<file path="config.mk">
export PLATFORM = sky130hd
export DESIGN_NAME = serial_add_flat
export DESIGN_NICKNAME = d
export VERILOG_FILES = /design/src/rtl/serial_add_if.sv /design/src/rtl/serial_add.sv /design/src/flat_wrapper.sv
export SDC_FILE = /design/constraint.sdc
export NUM_CORES = 1
export LEC_CHECK = 0
export BUFFER_PORTS_ARGS = -buffer_cell sky130_fd_sc_hd__clkbuf_2
export CORE_MARGIN = 4
export CORE_UTILIZATION = 40
export CTS_CLUSTER_SIZE = 28
export DETAILED_ROUTE_END_ITERATION = 6
export GPL_TIMING_DRIVEN = 0
export PLACE_DENSITY = 0.62
export SLEW_MARGIN = 20
export SYNTH_ARGS = -nofsm -noshare
export SYNTH_HDL_FRONTEND = slang
export SYNTH_SLANG_ARGS = --single-unit
</file>
<file path="constraint.sdc">
create_clock -name clk -period 1.5 [get_ports clk]
set_input_delay 0.15 -clock clk [delete_from_list [all_inputs] [get_ports clk]]
set_output_delay 0.15 -clock clk [all_outputs]
set_load 0.03 [all_outputs]
</file>
<file path="src/rtl/serial_add_if.sv">
// serial_add_if: operand/result bundle for the bit-serial adder.
//   master: drives start, a, b, ci; observes busy, done, s, co (and ovf)
//   slave : the adder side
//   start - request strobe          a, b - WIDTH-bit operands
//   ci    - carry-in                busy - operation in progress
//   done  - one-cycle result pulse  s, co - held sum and carry-out
//   ovf   - signed overflow, present only when SERIAL_ADD_OVF_EN is defined
interface serial_add_if #(
    parameter int WIDTH = 8
);
    logic             start;
    logic [WIDTH-1:0] a;
    logic [WIDTH-1:0] b;
    logic             ci;
    logic             busy;
    logic             done;
    logic [WIDTH-1:0] s;
    logic             co;
`ifdef SERIAL_ADD_OVF_EN
    logic             ovf;

    modport master (output start, a, b, ci, input busy, done, s, co, ovf);
    modport slave  (input start, a, b, ci, output busy, done, s, co, ovf);
`else
    modport master (output start, a, b, ci, input busy, done, s, co);
    modport slave  (input start, a, b, ci, output busy, done, s, co);
`endif
endinterface

</file>
<file path="src/rtl/serial_add.sv">
// serial_add: bit-serial WIDTH-bit adder using a single full_add cell and a
// carry flop. Operands are captured on start, one bit pair is added per clock
// (LSB first), and the parallel sum/carry-out are published with a done pulse.
//   clk   - system clock, rising edge
//   rst_n - asynchronous active-low reset
//   bus   - serial_add_if.slave (start, a, b, ci, busy, done, s, co[, ovf])
// Optional feature macro: SERIAL_ADD_OVF_EN adds the ovf output (two's-complement
// overflow = carry into MSB XOR carry out of MSB).

module full_add (
    input  logic a_i,
    input  logic b_i,
    input  logic c_i,
    output logic s_o,
    output logic co_o
);
    assign s_o  = a_i ^ b_i ^ c_i;
    assign co_o = (a_i & b_i) | (c_i & (a_i ^ b_i));
endmodule

module serial_add #(
    parameter int WIDTH = 8
) (
    input  logic         clk,
    input  logic         rst_n,
    serial_add_if.slave  bus
);
    localparam int CW = $clog2(WIDTH) + 1;
    localparam logic [CW-1:0] LAST = CW'(WIDTH - 1);

    localparam logic [1:0] ST_IDLE  = 2'd0;
    localparam logic [1:0] ST_SHIFT = 2'd1;
    localparam logic [1:0] ST_DONE  = 2'd2;

    logic [1:0]       state_q, state_d;
    logic [WIDTH-1:0] a_q, a_d;
    logic [WIDTH-1:0] b_q, b_d;
    logic [WIDTH-1:0] sr_q, sr_d;
    logic             carry_q, carry_d;
    logic [CW-1:0]    cnt_q, cnt_d;
    logic             busy_q, busy_d;
    logic             done_q, done_d;
    logic [WIDTH-1:0] s_q, s_d;
    logic             co_q, co_d;
`ifdef SERIAL_ADD_OVF_EN
    logic             cmsb_q, cmsb_d;
    logic             ovf_q, ovf_d;
`endif

    logic fa_s, fa_co;
    logic accept;

    full_add u_fa (
        .a_i  (a_q[0]),
        .b_i  (b_q[0]),
        .c_i  (carry_q),
        .s_o  (fa_s),
        .co_o (fa_co)
    );

    // New work is taken only when not shifting; DONE accepts for back-to-back use.
    assign accept = bus.start && (state_q == ST_IDLE || state_q == ST_DONE);

    always_comb begin
        state_d = state_q;
        a_d     = a_q;
        b_d     = b_q;
        sr_d    = sr_q;
        carry_d = carry_q;
        cnt_d   = cnt_q;
        busy_d  = busy_q;
        done_d  = 1'b0;
        s_d     = s_q;
        co_d    = co_q;
`ifdef SERIAL_ADD_OVF_EN
        cmsb_d  = cmsb_q;
        ovf_d   = ovf_q;
`endif
        case (state_q)
            ST_IDLE: ;
            ST_SHIFT: begin
                // Sum bits enter at the MSB so that after WIDTH shifts the
                // first (LSB) sum bit has reached bit 0.
                sr_d    = {fa_s, sr_q[WIDTH-1:1]};
                a_d     = {1'b0, a_q[WIDTH-1:1]};
                b_d     = {1'b0, b_q[WIDTH-1:1]};
                carry_d = fa_co;
                cnt_d   = cnt_q + 1'b1;
                if (cnt_q == LAST) begin
                    state_d = ST_DONE;
                    busy_d  = 1'b0;
`ifdef SERIAL_ADD_OVF_EN
                    // carry entering the MSB full-add this cycle
                    cmsb_d  = carry_q;
`endif
                end
            end
            ST_DONE: begin
                s_d     = sr_q;
                co_d    = carry_q;
                done_d  = 1'b1;
                state_d = ST_IDLE;
`ifdef SERIAL_ADD_OVF_EN
                ovf_d   = cmsb_q ^ carry_q;
`endif
            end
            default: state_d = ST_IDLE;
        endcase

        if (accept) begin
            a_d     = bus.a;
            b_d     = bus.b;
            carry_d = bus.ci;
            cnt_d   = '0;
            busy_d  = 1'b1;
            state_d = ST_SHIFT;
        end
    end

    always_ff @(posedge clk or negedge rst_n) begin
        if (!rst_n) begin
            state_q <= ST_IDLE;
            a_q     <= '0;
            b_q     <= '0;
            sr_q    <= '0;
            carry_q <= 1'b0;
            cnt_q   <= '0;
            busy_q  <= 1'b0;
            done_q  <= 1'b0;
            s_q     <= '0;
            co_q    <= 1'b0;
`ifdef SERIAL_ADD_OVF_EN
            cmsb_q  <= 1'b0;
            ovf_q   <= 1'b0;
`endif
        end else begin
            state_q <= state_d;
            a_q     <= a_d;
            b_q     <= b_d;
            sr_q    <= sr_d;
            carry_q <= carry_d;
            cnt_q   <= cnt_d;
            busy_q  <= busy_d;
            done_q  <= done_d;
            s_q     <= s_d;
            co_q    <= co_d;
`ifdef SERIAL_ADD_OVF_EN
            cmsb_q  <= cmsb_d;
            ovf_q   <= ovf_d;
`endif
        end
    end

    assign bus.busy = busy_q;
    assign bus.done = done_q;
    assign bus.s    = s_q;
    assign bus.co   = co_q;
`ifdef SERIAL_ADD_OVF_EN
    assign bus.ovf  = ovf_q;
`endif

endmodule

</file>
<file path="src/flat_wrapper.sv">
// flat-port wrapper written by rule: the top's interface ports become plain ports
module serial_add_flat 
#(
    parameter int WIDTH = 8
)
  (clk, rst_n, bus_start, bus_a, bus_b, bus_ci, bus_busy, bus_done, bus_s, bus_co);
  serial_add_if #(.WIDTH(WIDTH)) bus_i ();
  input  logic clk;
  input  logic rst_n;
  input wire logic [$bits(bus_i.start)-1:0] bus_start;
  input wire logic [$bits(bus_i.a)-1:0] bus_a;
  input wire logic [$bits(bus_i.b)-1:0] bus_b;
  input wire logic [$bits(bus_i.ci)-1:0] bus_ci;
  output wire logic [$bits(bus_i.busy)-1:0] bus_busy;
  output wire logic [$bits(bus_i.done)-1:0] bus_done;
  output wire logic [$bits(bus_i.s)-1:0] bus_s;
  output wire logic [$bits(bus_i.co)-1:0] bus_co;
  assign bus_i.start = bus_start;
  assign bus_i.a = bus_a;
  assign bus_i.b = bus_b;
  assign bus_i.ci = bus_ci;
  assign bus_busy = bus_i.busy;
  assign bus_done = bus_i.done;
  assign bus_s = bus_i.s;
  assign bus_co = bus_i.co;
  serial_add #(.WIDTH(WIDTH)) u_core (.clk(clk), .rst_n(rst_n), .bus(bus_i));
endmodule
</file>
After elaboration in Yosys (flattened, before gate mapping)
Index checks and enable logic that the tools add are counted.
{"block": "classes", "n_addsub": 1, "eq_ne": 5, "muxes": 15, "n_bitwise": 5, "reduce_logical": 7}
{"op": "two-way mux 8 bit", "n": 4}
{"op": "two-way mux 4 bit", "n": 2}
{"op": "two-way mux 1 bit", "n": 6}
{"op": "adder 4 x 1 -> 4 bit (second input constant)", "n": 1}
{"op": "equality test 4 x 3 -> 1 bit (second input constant)", "n": 1}
{"op": "two-way mux 2 bit", "n": 2}
{"op": "case mux 2 bit (2 select lines)", "n": 1}
{"op": "AND reduction 2 bit", "n": 2}
{"op": "nonzero test 2 bit", "n": 2}
{"op": "!= test 3 x 1 -> 1 bit (second input constant)", "n": 1}
{"op": "AND 1 bit", "n": 2}
{"op": "equality test 2 x 1 -> 1 bit (second input constant)", "n": 1}
{"op": "equality test 2 bit (second input constant)", "n": 1}
{"op": "zero test 2 bit", "n": 1}
{"op": "!= test 2 x 1 -> 1 bit (second input constant)", "n": 1}
{"op": "XOR 1 bit", "n": 2}
{"op": "logical AND 1 bit", "n": 1}
{"op": "logical OR 1 bit", "n": 1}
{"op": "bitwise OR 1 bit", "n": 1}
{"block": "totals", "regBits": 42, "in_bits": 20, "output_inout_bits": 11}

Logic depth before layout (Yosys ltp)
Gate-level depths: netlist of run 1.
{"block": "depth", "ltp_word": 5, "ltp_mapped": 5, "mapped_depth_nobuf": 4}

By module
From an unflattened synthesis of run 1, not the netlist that was laid out.
{"block": "hier_totals", "cells_unflattened": 173, "hier_area_um2": 1746.7}
{"mod": "serial_add", "n_inst": 1, "cells_per_inst": 172, "area_per_inst_um2": 1726.7, "seq_area_each_um2": 1051.0}
{"mod": "full_add", "n_inst": 1, "cells_per_inst": 1, "area_per_inst_um2": 20.0, "seq_area_each_um2": 0.0}

Worst setup path after synthesis of run 1
No wires, ideal clock.
{"block": "synth_timing", "path_type": "reg-to-reg", "start": "register u_core.state_q[1]", "end": "register u_core.cnt_q[2]", "arrival_time_ns": 1.047, "path_slack_ns": 0.373, "stages_incl_launch_ff": 5, "n_path_buf": 1, "synth_period_minus_slack_ns": 1.127, "path_cell_list": "dfrtp_1 > nand2b_1 > buf_6 > mux2_4 > mux2i_4"}
{"block": "synth_via", "elab_chain_len": 4, "elab_cells_between_ends": 7}
{"element": "start, declared", "line": "serial_add.sv:35", "text": "logic [1:0] state_q, state_d;"}
{"element": "start signal, assigned", "line": "serial_add.sv:137", "text": "state_q <= state_d;"}
{"element": "equality test 2 bit or zero test 2 bit (tied branches)", "line": "serial_add.sv:62", "text": "assign accept = bus.start && (state_q == ST_IDLE || state_q == ST_DONE);"}
{"element": "logical OR 1 bit", "line": "serial_add.sv:62"}
{"element": "logical AND 1 bit", "line": "serial_add.sv:62"}
{"element": "two-way mux 4 bit or nonzero test 2 bit (tied branches)"}
{"element": "end signal, assigned", "line": "serial_add.sv:142", "text": "cnt_q <= cnt_d;"}
{"element": "end, declared", "line": "serial_add.sv:40", "text": "logic [CW-1:0] cnt_q, cnt_d;"}
Parallel ways exist; a longest one is shown, timed or not.
A chain may end at the register's enable or synchronous reset.

Worst setup path in the final report of run 1
{"block": "layout_timing", "start": "register u_core.state_q[0]", "end": "register u_core.b_q[5]"}
{"block": "layout_via", "elab_chain_len": 4, "elab_cells_between_ends": 7}
{"element": "equality test 2 bit or zero test 2 bit (tied branches)", "line": "serial_add.sv:62"}
{"element": "logical OR 1 bit", "line": "serial_add.sv:62"}
{"element": "logical AND 1 bit", "line": "serial_add.sv:62"}
{"element": "two-way mux 8 bit or nonzero test 2 bit (tied branches)"}
{"element": "end signal, assigned", "line": "serial_add.sv:124", "text": "b_q <= '0;"}
{"element": "end signal, assigned", "line": "serial_add.sv:139", "text": "b_q <= b_d;"}
{"element": "end, declared", "line": "serial_add.sv:37", "text": "logic [WIDTH-1:0] b_q, b_d;"}
Parallel ways exist; a longest one is shown, timed or not.

==> results.md, run 1 <==
- Status: finished with violations
- Failing checks: negative hold slack
- Gr usage total: 13.7%
- Num CTS Buffers: 5
- Largest net degree at the start of global routing: 43
- DIE WIDTH: 74.4 µm
- CP Launch Type: flop
- Detailed Route WL: 3.28 mm
- Crit path kind: reg2reg
- Vias in the first global route: 1337
- CP Max Fanout: 10
- Register area share after synthesis: 59.6%
- Final Power: 4.61 mW
- Switching part of the total: 38.1%
- Final #Nets: 246
- RSZ-0062 raised after global routing: no
- Area grow syn2layout: 18.2%
- Setup Viol. Count Final: 0
- #FFs+latches synth: 42
- Root buffer cell: clkbuf_8
- Area of the die: 5540 µm²
- Post-DR vias/cell: 4.84
- Fillers: 429
- Initial antenna violation count: 0
- Max-slew headroom: 39.5%
- # port buffers: 30
- WHS: -0.0115 ns
- Worst reg-to-reg path cell count: 3
- Multi-input logic area: 638 µm²
- Cell taking the most area after synthesis: dfrtp_1
- Top-level port count: 31
- Clock power share: 18.6%
- Drt pass-1 iters: 4
- Grt total ovfl: 0
- Quantity of gates resized following cts: 0
- Antenna-violating nets left: 0
- Drt first-iter violations: 72
- Pleak: 1.08 nW
- DP HPWL: 2.23 mm
- Placed Area: 1980 µm²
- Syn nets: 209
- Post-synthesis simple-gate area fraction: 24.0%
- Chip height: 74.4 µm
- Top cells by area, synth: dfrtp_1 60%, nand2_1 17%, a31oi_1 3.5%, nor2_1 2.8%, buf_2 1.7%
- H-tree Lvls: 2
- Skew-Pair Late Insertion Delay: 0.29 ns
- Clk slew on worst S/H paths: 0.08 ns
- Final hold viol count: 25
- Max_cap viols: 0
- Post-CTS setup buffers: 0
- Adder-Cell Fraction of Synth Area: 1.84%
- Hold-fix buffers, CTS: 0
- Total core area: 4140 µm²
- Pins Over Slew Limit: 0
- Worst min path class: in2async
- CTS tree: built
- GPL Wtd Cong: 0.753
- Compound-Gate Fraction of Synth Area: 7.66%
- First-pass GRT wire length: 5.73 mm
- Synth Area in XOR/XNOR: 0%
- CP required: 1.64 ns
- Proportion of synthesized area in mux cells: 2.70%
- Tmin final: 1.22 ns
- Psw: 1.75 mW
- Vias: 1331
- Num rows: 23
- Syn Area/Cell: 9.43 µm²
- Yosys warns: 0
- Type of destination of the critical path: flop
- Sequential cell area: 1050 µm²
- Initial Util: 42.6%
- P_int: 2.85 mW
- Clock Path Buffers: 2
- Slew @ Worst Pin: 0.907 ns
- Worst path arrival time: 1.36 ns
- Residual DRC count: 0
- Largest family of logic cells by synthesized area: simple AND/OR/NAND/NOR gates
- Library cells used by synthesis: 27
- Logic gate share of total power: 39.0%
- Final Skew: 0.00739 ns
- Routed wire per std cell: 11.9 µm
- Final setup TNS: 0 ns
- Peak VDD IR: 0.996 mV
- Synth top area share: 59.6%
- Peak Freq: 822 MHz
- Share of power burned in registers: 42.4%
- Clk sinks: 42
- PD cells: 2210 nW/µm²
- Share of layout cells above drive strength 1: 22.7%
- Post-Synthesis Cell Area: 1760 µm²
- Cell count after synthesis: 187
- N_diodes: 0
- Final Cell Area: 2090 µm²
- Final period util: 81.1%
-- layout make-up --
cell class              instances  area share (%)
clock buffers                   5            3.30
clock inverters                 3            1.92
inverters                       2           0.360
flip-flops and latches         42            50.4
plain buffers                  11            3.24
multi-input cells             132            30.6
well taps                      50            3.00
repair buffers                 30            7.20
-- critical path, cell delays in order (launching register included) --
cell and delay [ns]:
dfrtp_1 0.39, nand2b_1 0.15, clkbuf_1 0.38, a31oi_1 0.16
-- metal layers --
layer / vias to the layer above / part of all wire, % / routed length, µm / track usage, %
li1: 679 / - / - / -
met2: 31 / 47 / 1540 / 23.4
met5: - / 0 / 0 / 0
met3: 7 / 5.2 / 172 / 4.32
met1: 614 / 46 / 1520 / 16.0
met4: 0 / 1.6 / 51 / 5.34
-- power by group through the flow --
| stage | clock network [mW] | logic [mW] | registers [mW] |
|---|---|---|---|
| CTS | 0.890 | 1.82 | 1.95 |
| detailed placement | 0 | 1.82 | 1.97 |
| global placement | 0 | 1.80 | 1.97 |
| finish | 0.858 | 1.80 | 1.95 |
| global route | 0.932 | 2.07 | 2.01 |
| floorplan | 0 | 1.17 | 2.16 |
-- cell usage after synthesis --
cell      number
a22o_1         2
dfrtp_1       42
a31oi_1       10
nand2_1       80
nand4_1        1
nand2b_1       3
o22ai_1        2
fa_1           1
mux2i_1        1
a22oi_1        3
buf_2          6
buf_6          1
mux2i_4        1
nor3_1         3
mux2_4         1
inv_2          1
buf_4          3
and2b_1        1
inv_1          1
o21ai_1        1
clkbuf_1       1
o21ai_0        2
ha_1           1
a21oi_1        1
nor2_1        13
nand3_1        4
nor2b_1        1
-- stage by stage --
stage / cells / hold WS (ns) / util, % / setup WS (ns)
2_1_floorplan: 187 / -0.146 / - / 0.373
3_3_place_gp: 267 / 0.383 / 47.7 / 0.276
5_1_grt: 275 / 0.0486 / 50.3 / 0.155
3_5_place_dp: 267 / 0.381 / 47.7 / 0.288
6_report: 275 / -0.0115 / 50.3 / 0.283
4_1_cts: 275 / 0.0640 / 50.3 / 0.271
-- placed cells by master, fill, tap and decap left out, types with 2 or more instances in the layout --
cell type,n
clkinv_2,2
nand2_1,80
nor3_1,3
buf_4,3
nor2_1,13
clkbuf_2,29
nand2b_1,3
clkbuf_8,5
a22oi_1,3
o22ai_1,2
buf_2,7
a31oi_1,10
dfrtp_1,42
o21ai_0,2
a22o_1,2
nand3_1,4
-- path summary, 6_finish.rpt --
check,from,end,slack (ns)
setup / recovery,u_core.state_q[0],u_core.b_q[5],0.28
hold / removal,rst_n,u_core.bus.done,-0.01
setup reg to reg,u_core.state_q[0],u_core.b_q[5],0.28
hold reg to reg,u_core.bus.s[2],u_core.bus.s[2],0.47
max in group asynchronous,rst_n,u_core.a_q[7],0.95
min in group clk,bus_b[7],u_core.b_q[7],0.08
-- sequential cells by signal (all words and copies together) (netlist names) --
name	count
u_core.b_q	8
u_core.a_q	8
u_core.bus.done	1
u_core.cnt_q	4
u_core.state_q	2
u_core.carry_q	1
u_core.bus.busy	1
u_core.sr_q	8
u_core.bus.co	1
u_core.bus.s	8
-- cell families after synthesis --
family / count (synthesis)
simple gates: 106
flops: 42
compound gates: 21
buf+inv: 13
mux: 3
fa+ha+maj: 2
(Power assumes the default switching activity.)
==> run 2, diff against run 1 <==
--- a/config.mk
+++ b/config.mk
@@ -11,7 +11,7 @@
 export CTS_CLUSTER_SIZE = 28
 export DETAILED_ROUTE_END_ITERATION = 6
 export GPL_TIMING_DRIVEN = 0
-export PLACE_DENSITY = 0.62
+export PLACE_DENSITY = 0.65
 export SLEW_MARGIN = 20
 export SYNTH_ARGS = -nofsm -noshare
 export SYNTH_HDL_FRONTEND = slang
==> constraint.sdc (replaced) <==
create_clock -name clk -period 1.1 [get_ports clk]
set_input_delay 0.11 -clock clk [delete_from_list [all_inputs] [get_ports clk]]
set_output_delay 0.11 -clock clk [all_outputs]
set_load 0.03 [all_outputs]
==> results.md, run 2 (synthesized netlist as in run 1, its figures left out) <==
- Routed wire per std cell: 13.6 µm (was 11.9 µm)
- Final setup TNS: -1.23 ns (was 0 ns)
- H-tree Lvls: 2 (unchanged)
- Chip height: 74.4 µm (unchanged)
- Vias in the first global route: 1316 (was 1337)
- Drt first-iter violations: 52 (was 72)
- Final Power: 7.20 mW (was 4.61 mW)
- Num CTS Buffers: 5 (unchanged)
- CP Max Fanout: 6 (was 10)
- WHS: -0.0473 ns (was -0.0115 ns)
- Switching part of the total: 39.2% (was 38.1%)
- # port buffers: 30 (unchanged)
- Crit-path cells: and2b_2 -> buf_6 -> nand4_1 -> mux2i_1 (was nand2b_1 -> clkbuf_1 -> a31oi_1)
- Largest delay share family, worst path: flip-flops (unchanged)
- Status: finished with violations (unchanged)
- Skew-Pair Late Insertion Delay: 0.29 ns (about the same)
- Slowest CP cell: dfrtp_1 (unchanged)
- DIE WIDTH: 74.4 µm (unchanged)
- Clock Path Buffers: 2 (unchanged)
- CP required: 1.27 ns (was 1.64 ns)
- Dpl ws: -0.150 ns (was 0.288 ns)
- Placed Area: 1990 µm² (was 1980 µm²)
- Peak VDD IR: 1.45 mV (was 0.996 mV)
- CP Launch Type: flop (unchanged)
- Peak Freq: 845 MHz (was 822 MHz)
- Logic gate share of total power: 47.8% (was 39.0%)
- Final hold viol count: 42 (was 25)
- Root buffer cell: clkbuf_8 (unchanged)
- Failing checks: negative hold slack, negative setup slack (was negative hold slack)
- Share of power burned in registers: 38.1% (was 42.4%)
- Max_cap viols: 0 (unchanged)
- Fin worst setup slack: -0.0830 ns (was 0.283 ns)
- Setup Viol. Count Final: 29 (was 0)
- Fillers: 376 (was 429)
- Antenna-violating nets left: 0 (unchanged)
- Final #Nets: 254 (was 246)
- Worst min path class: in2async (unchanged)
- Tmin final: 1.18 ns (was 1.22 ns)
- Final period util: 108% (was 81.1%)
- Initial Util: 42.6% (unchanged)
- Final Cell Area: 2400 µm² (was 2090 µm²)
- Most frequent cells in the layout: 69 x nand2_1, 42 x dfrtp_1, 29 x clkbuf_2, 10 x a31oi_1, 9 x nor2_1 (was 80 x nand2_1, 42 x dfrtp_1, 29 x clkbuf_2, 13 x nor2_1, 10 x a31oi_1)
- Post-DR vias/cell: 4.96 (was 4.84)
- CP max stage delay: 0.39 ns (about the same)
- GPL Wtd Cong: 0.759 (was 0.753)
- Top-level port count: 31 (unchanged)
- Area grow syn2layout: 36.0% (was 18.2%)
- Grt total ovfl: 0 (unchanged)
- N_diodes: 0 (unchanged)
- Clk sinks: 42 (unchanged)
- Num rows: 23 (unchanged)
- Vias: 1403 (was 1331)
- Pleak: 1.19 nW (was 1.08 nW)
- Area of the die: 5540 µm² (unchanged)
- RSZ-0062 raised after global routing: yes (was no)
- PD cells: 3000 nW/µm² (was 2210 nW/µm²)
- Max-slew headroom: 38.9% (was 39.5%)
- P_int: 4.37 mW (was 2.85 mW)
- Total core area: 4140 µm² (unchanged)
- Gr usage total: 14.6% (was 13.7%)
- CP bufs+invs: 1 (unchanged)
- Detailed Route WL: 3.85 mm (was 3.28 mm)
- Clk slew on worst S/H paths: 0.08 ns (about the same)
- CTS tree: built (unchanged)
- Residual DRC count: 0 (unchanged)
- Final Skew: 0.00366 ns (was 0.00739 ns)
- Share of layout cells above drive strength 1: 38.6% (was 22.7%)
- Slew @ Worst Pin: 0.916 ns (was 0.907 ns)
- Hold-fix buffers, CTS: 0 (unchanged)
- Pins Over Slew Limit: 0 (unchanged)
- DP HPWL: 2.28 mm (was 2.23 mm)
- Largest net degree at the start of global routing: 43 (unchanged)
- First-pass GRT wire length: 6.21 mm (was 5.73 mm)
- Initial antenna violation count: 0 (unchanged)
- Drt pass-1 iters: 4 (unchanged)
- Worst path arrival time: 1.35 ns (was 1.36 ns)
- Crit path kind: reg2reg (unchanged)
- Type of destination of the critical path: flop (unchanged)
- Clock power share: 14.1% (was 18.6%)
- Commonest non-fill, non-tap cell in the layout: nand2_1 (unchanged)
- Psw: 2.82 mW (was 1.75 mW)
run 2: cell types whose count changed in the layout (fill, tap and decap cells not counted), moves of 3 or more:
cell / previous run / this run
a22oi_2: 0 / 3
buf_6: 1 / 5
nand2_2: 0 / 8
a22oi_1: 3 / 0
nor3_2: 0 / 3
nand2_4: 0 / 3
nor2_2: 0 / 4
buf_2: 7 / 2
nor3_1: 3 / 0
buf_8: 0 / 4
nand2_1: 80 / 69
nor2_1: 13 / 9
run 2: area by class of cell:
class	count	area, µm²	share of cell area, %
Sequential cell	42	1050	43.8
Multi-Input combinational cell	132	782	32.6
Timing Repair Buffer	39	282	11.7
Buffer	10	119	4.95
Clock buffer	7	86.3	3.60
Tap cell	50	62.6	2.61
Inverter	2	12.5	0.521
Clock inverter	1	5.00	0.209
run 2: what timing repair did:
| item | in CTS | in global routing |
|---|---|---|
| resized for setup | 29 | 32 |
| pin swaps | 13 | 9 |
| setup buffers | 5 | 0 |
| gates cloned | 2 | 2 |
| endpoints found under the setup margin | 40 | 40 |
run 2: metrics by stage:
step           instances  utilization [%]
3_5_place_dp         267             48.1
5_1_grt              283             57.9
6_report             283             57.9
2_1_floorplan        187                -
3_3_place_gp         267             48.1
4_1_cts              281             53.9
run 2: worst paths after layout:
check | start | to | slack [ns] | cells after the start
min in group clk | bus_a[0] | u_core.a_q[0] | 0.04 | 3
worst min register to register | u_core.bus.s[2] | u_core.bus.s[2] | 0.47 | 2
worst min-delay path | rst_n | u_core.bus.s[0] | -0.05 | 1
worst max-delay path | u_core.state_q[1] | u_core.cnt_q[3] | -0.08 | 4
worst max register to register | u_core.state_q[1] | u_core.cnt_q[3] | -0.08 | 4
max in group asynchronous | rst_n | u_core.a_q[4] | 0.57 | 1
run 2: power groups by stage:
| stage | clock (mW) | combinational, mW | sequential, mW |
|---|---|---|---|
| 6_report | 1.01 | 3.44 | 2.74 |
| 4_1_cts | 1.04 | 3.06 | 2.70 |
| 3_3_place_gp | 0 | 2.51 | 2.68 |
| 5_1_grt | 1.12 | 3.79 | 2.83 |
| 3_5_place_dp | 0 | 2.55 | 2.70 |
| 2_1_floorplan | 0 | 1.64 | 2.96 |
run 2: routing by layer:
metal  vias to the layer above  global-route usage, %  part of all wire (%)
met3                         2                   4.19                   4.8
met2                        31                   23.3                    49
li1                        697                      -                     -
met5                         -                      0                     0
met1                       673                   19.9                    46
met4                         0                   2.96                  0.47
==> run 3, diff against run 2 <==
--- a/config.mk
+++ b/config.mk
@@ -6,12 +6,13 @@
 export NUM_CORES = 1
 export LEC_CHECK = 0
 export BUFFER_PORTS_ARGS = -buffer_cell sky130_fd_sc_hd__clkbuf_2
+export CORE_ASPECT_RATIO = 0.75
 export CORE_MARGIN = 4
 export CORE_UTILIZATION = 40
 export CTS_CLUSTER_SIZE = 28
 export DETAILED_ROUTE_END_ITERATION = 6
 export GPL_TIMING_DRIVEN = 0
-export PLACE_DENSITY = 0.65
+export PLACE_DENSITY = 0.62
 export SLEW_MARGIN = 20
 export SYNTH_ARGS = -nofsm -noshare
 export SYNTH_HDL_FRONTEND = slang
==> constraint.sdc (replaced) <==
create_clock -name clk -period 1.4 [get_ports clk]
set_input_delay 0.14 -clock clk [delete_from_list [all_inputs] [get_ports clk]]
set_output_delay 0.14 -clock clk [all_outputs]
set_load 0.03 [all_outputs]
==> results.md, run 3 (synthesized netlist as in run 1, its figures left out) <==
- Initial Util: 42.5% (was 42.6%)
- CP max stage delay: 0.41 ns (was 0.39 ns)
- PD cells: 2340 nW/µm² (was 3000 nW/µm²)
- Fin worst setup slack: 0.191 ns (was -0.0830 ns)
- CP bufs+invs: 2 (was 1)
- Worst path arrival time: 1.38 ns (was 1.35 ns)
- Chip height: 65.5 µm (was 74.4 µm)
- H-tree Lvls: 2 (unchanged)
- Type of destination of the critical path: flop (unchanged)
- Final period util: 86.3% (was 108%)
- Crit-path cells: and2b_1 -> buf_4 -> buf_4 -> o21ai_0 -> nand2_1 (was and2b_2 -> buf_6 -> nand4_1 -> mux2i_1)
- WHS: -0.0281 ns (was -0.0473 ns)
- Grt total ovfl: 0 (unchanged)
- Pleak: 1.07 nW (was 1.19 nW)
- Drt first-iter violations: 86 (was 52)
- RSZ-0062 raised after global routing: no (was yes)
- Post-DR vias/cell: 4.77 (was 4.96)
- Num rows: 20 (was 23)
- # port buffers: 30 (unchanged)
- Routed wire per std cell: 12.4 µm (was 13.6 µm)
- Crit path kind: reg2reg (unchanged)
- Flop2flop setup slack: 0.19 ns (was -0.08 ns)
- GPL Wtd Cong: 0.706 (was 0.759)
- Final Skew: 0.00345 ns (was 0.00366 ns)
- Detailed Route WL: 3.48 mm (was 3.85 mm)
- Setup Viol. Count Final: 0 (was 29)
- Logic gate share of total power: 40.4% (was 47.8%)
- Dpl ws: 0.139 ns (was -0.150 ns)
- N_diodes: 0 (unchanged)
- Initial antenna violation count: 0 (unchanged)
- Quantity of gates resized following cts: 0 (was 29)
- R2r endpoint: u_core.state_q[0] (was u_core.cnt_q[3])
- P_int: 2.93 mW (was 4.37 mW)
- Clk slew on worst S/H paths: 0.08 ns (about the same)
- First-pass GRT wire length: 6.22 mm (was 6.21 mm)
- Drt pass-1 iters: 4 (unchanged)
- Area of the die: 5550 µm² (was 5540 µm²)
- CP Launch Type: flop (unchanged)
- Clock Path Buffers: 2 (unchanged)
- Peak VDD IR: 0.787 mV (was 1.45 mV)
- Skew-Pair Late Insertion Delay: 0.29 ns (about the same)
- CP Max Fanout: 10 (was 6)
- DIE WIDTH: 84.7 µm (was 74.4 µm)
- Share of power burned in registers: 43.3% (was 38.1%)
- Most frequent cells in the layout: 80 x nand2_1, 42 x dfrtp_1, 30 x clkbuf_2, 13 x nor2_1, 10 x a31oi_1 (was 69 x nand2_1, 42 x dfrtp_1, 29 x clkbuf_2, 10 x a31oi_1, 9 x nor2_1)
- Final #Nets: 246 (was 254)
- Failing checks: negative hold slack (was negative hold slack, negative setup slack)
- Peak Freq: 827 MHz (was 845 MHz)
- Final setup TNS: 0 ns (was -1.23 ns)
- Gr usage total: 14.4% (was 14.6%)
- CTS tree: built (unchanged)
- Final hold viol count: 42 (unchanged)
- Commonest non-fill, non-tap cell in the layout: nand2_1 (unchanged)
- Clk sinks: 42 (unchanged)
- Status: finished with violations (unchanged)
- Num CTS Buffers: 5 (unchanged)
- Most frequent cell on the critical path: buf_4
- Vias: 1336 (was 1403)
- CP required: 1.57 ns (was 1.27 ns)
- Post-CTS setup buffers: 0 (was 5)
- Hold-fix buffers, CTS: 0 (unchanged)
- Total core area: 4150 µm² (was 4140 µm²)
- Largest delay share family, worst path: flip-flops (unchanged)
- Psw: 1.93 mW (was 2.82 mW)
- Clock power share: 16.4% (was 14.1%)
- Tmin final: 1.21 ns (was 1.18 ns)
- Slew @ Worst Pin: 0.891 ns (was 0.916 ns)
- Worst min path class: in2async (unchanged)
- Antenna-violating nets left: 0 (unchanged)
- Largest net degree at the start of global routing: 43 (unchanged)
- Area grow syn2layout: 17.7% (was 36.0%)
- Vias in the first global route: 1349 (was 1316)
- Top-level port count: 31 (unchanged)
- Max-slew headroom: 40.6% (was 38.9%)
- Share of layout cells above drive strength 1: 22.7% (was 38.6%)
- Slowest CP cell: dfrtp_1 (unchanged)
- Worst reg-to-reg path cell count: 5 (was 4)
- DP HPWL: 2.46 mm (was 2.28 mm)
- Max_cap viols: 0 (unchanged)
- FF-to-FF Start: u_core.state_q[0] (was u_core.state_q[1])
- Switching part of the total: 39.7% (was 39.2%)
- Root buffer cell: clkbuf_8 (unchanged)
- Residual DRC count: 0 (unchanged)
- Pins Over Slew Limit: 0 (unchanged)
## run 3: changes by cell type in the layout (fill, tap and decap cells not counted), sizes merged
cell / before / now
buf: 16 / 11
clkbuf: 40 / 37
## run 3: cell type report
class	count	area, µm²
fill	425	2080
sequential	42	1050
multi-input combinational	132	638
timing repair buffer	30	150
clock buffer	7	86.3
buffer	11	68.8
tap	55	68.8
inverter	2	7.51
clock inverter	1	5.00
## run 3: layer usage
layer | track usage (%) | wire length, µm | vias up
met5 | 0 | 0 | -
met4 | 5.34 | 13 | 0
met3 | 4.51 | 246 | 2
met2 | 20.1 | 1480 | 32
met1 | 20.8 | 1750 | 622
li1 | - | - | 680
## run 3: worst reg2reg max path, stage by stage, from the launching register on
cell and delay, ns:
dfrtp_1 0.41, and2b_1 0.18, buf_4 0.17, buf_4 0.18
o21ai_0 0.09, nand2_1 0.07
## run 3: worst max path at each step
stage | cells after the start | end | slack [ns] | startpoint
2_1_floorplan | 4 | u_core.cnt_q[2] | 0.27 | u_core.state_q[1]
3_3_place_gp | 3 | u_core.a_q[4] | 0.13 | u_core.state_q[0]
3_5_place_dp | 3 | u_core.a_q[4] | 0.14 | u_core.state_q[0]
4_1_cts | 3 | u_core.a_q[4] | 0.12 | u_core.state_q[0]
5_1_grt | 5 | u_core.state_q[0] | 0.1 | u_core.state_q[0]
6_report | 5 | u_core.state_q[0] | 0.19 | u_core.state_q[0]
## run 3: stage by stage
stage / power, mW / util [%] / cells / cell area, µm²
final: 4.86 / 50.0 / 280 / 2080
after global routing: 5.28 / 50.0 / 280 / 2080
after CTS: 4.92 / 49.9 / 280 / 2070
after detailed placement: 4.11 / 47.7 / 272 / 1980
after global placement: 4.07 / 47.7 / 272 / 1980
after floorplan: 3.57 / - / 187 / 1760
## run 3: power groups by stage
stage,clock network [mW],logic (mW),registers [mW]
6_report,0.795,1.96,2.10
5_1_grt,0.857,2.23,2.19
4_1_cts,0.817,1.99,2.11
3_5_place_dp,0,1.99,2.13
3_3_place_gp,0,1.95,2.12
2_1_floorplan,0,1.25,2.32
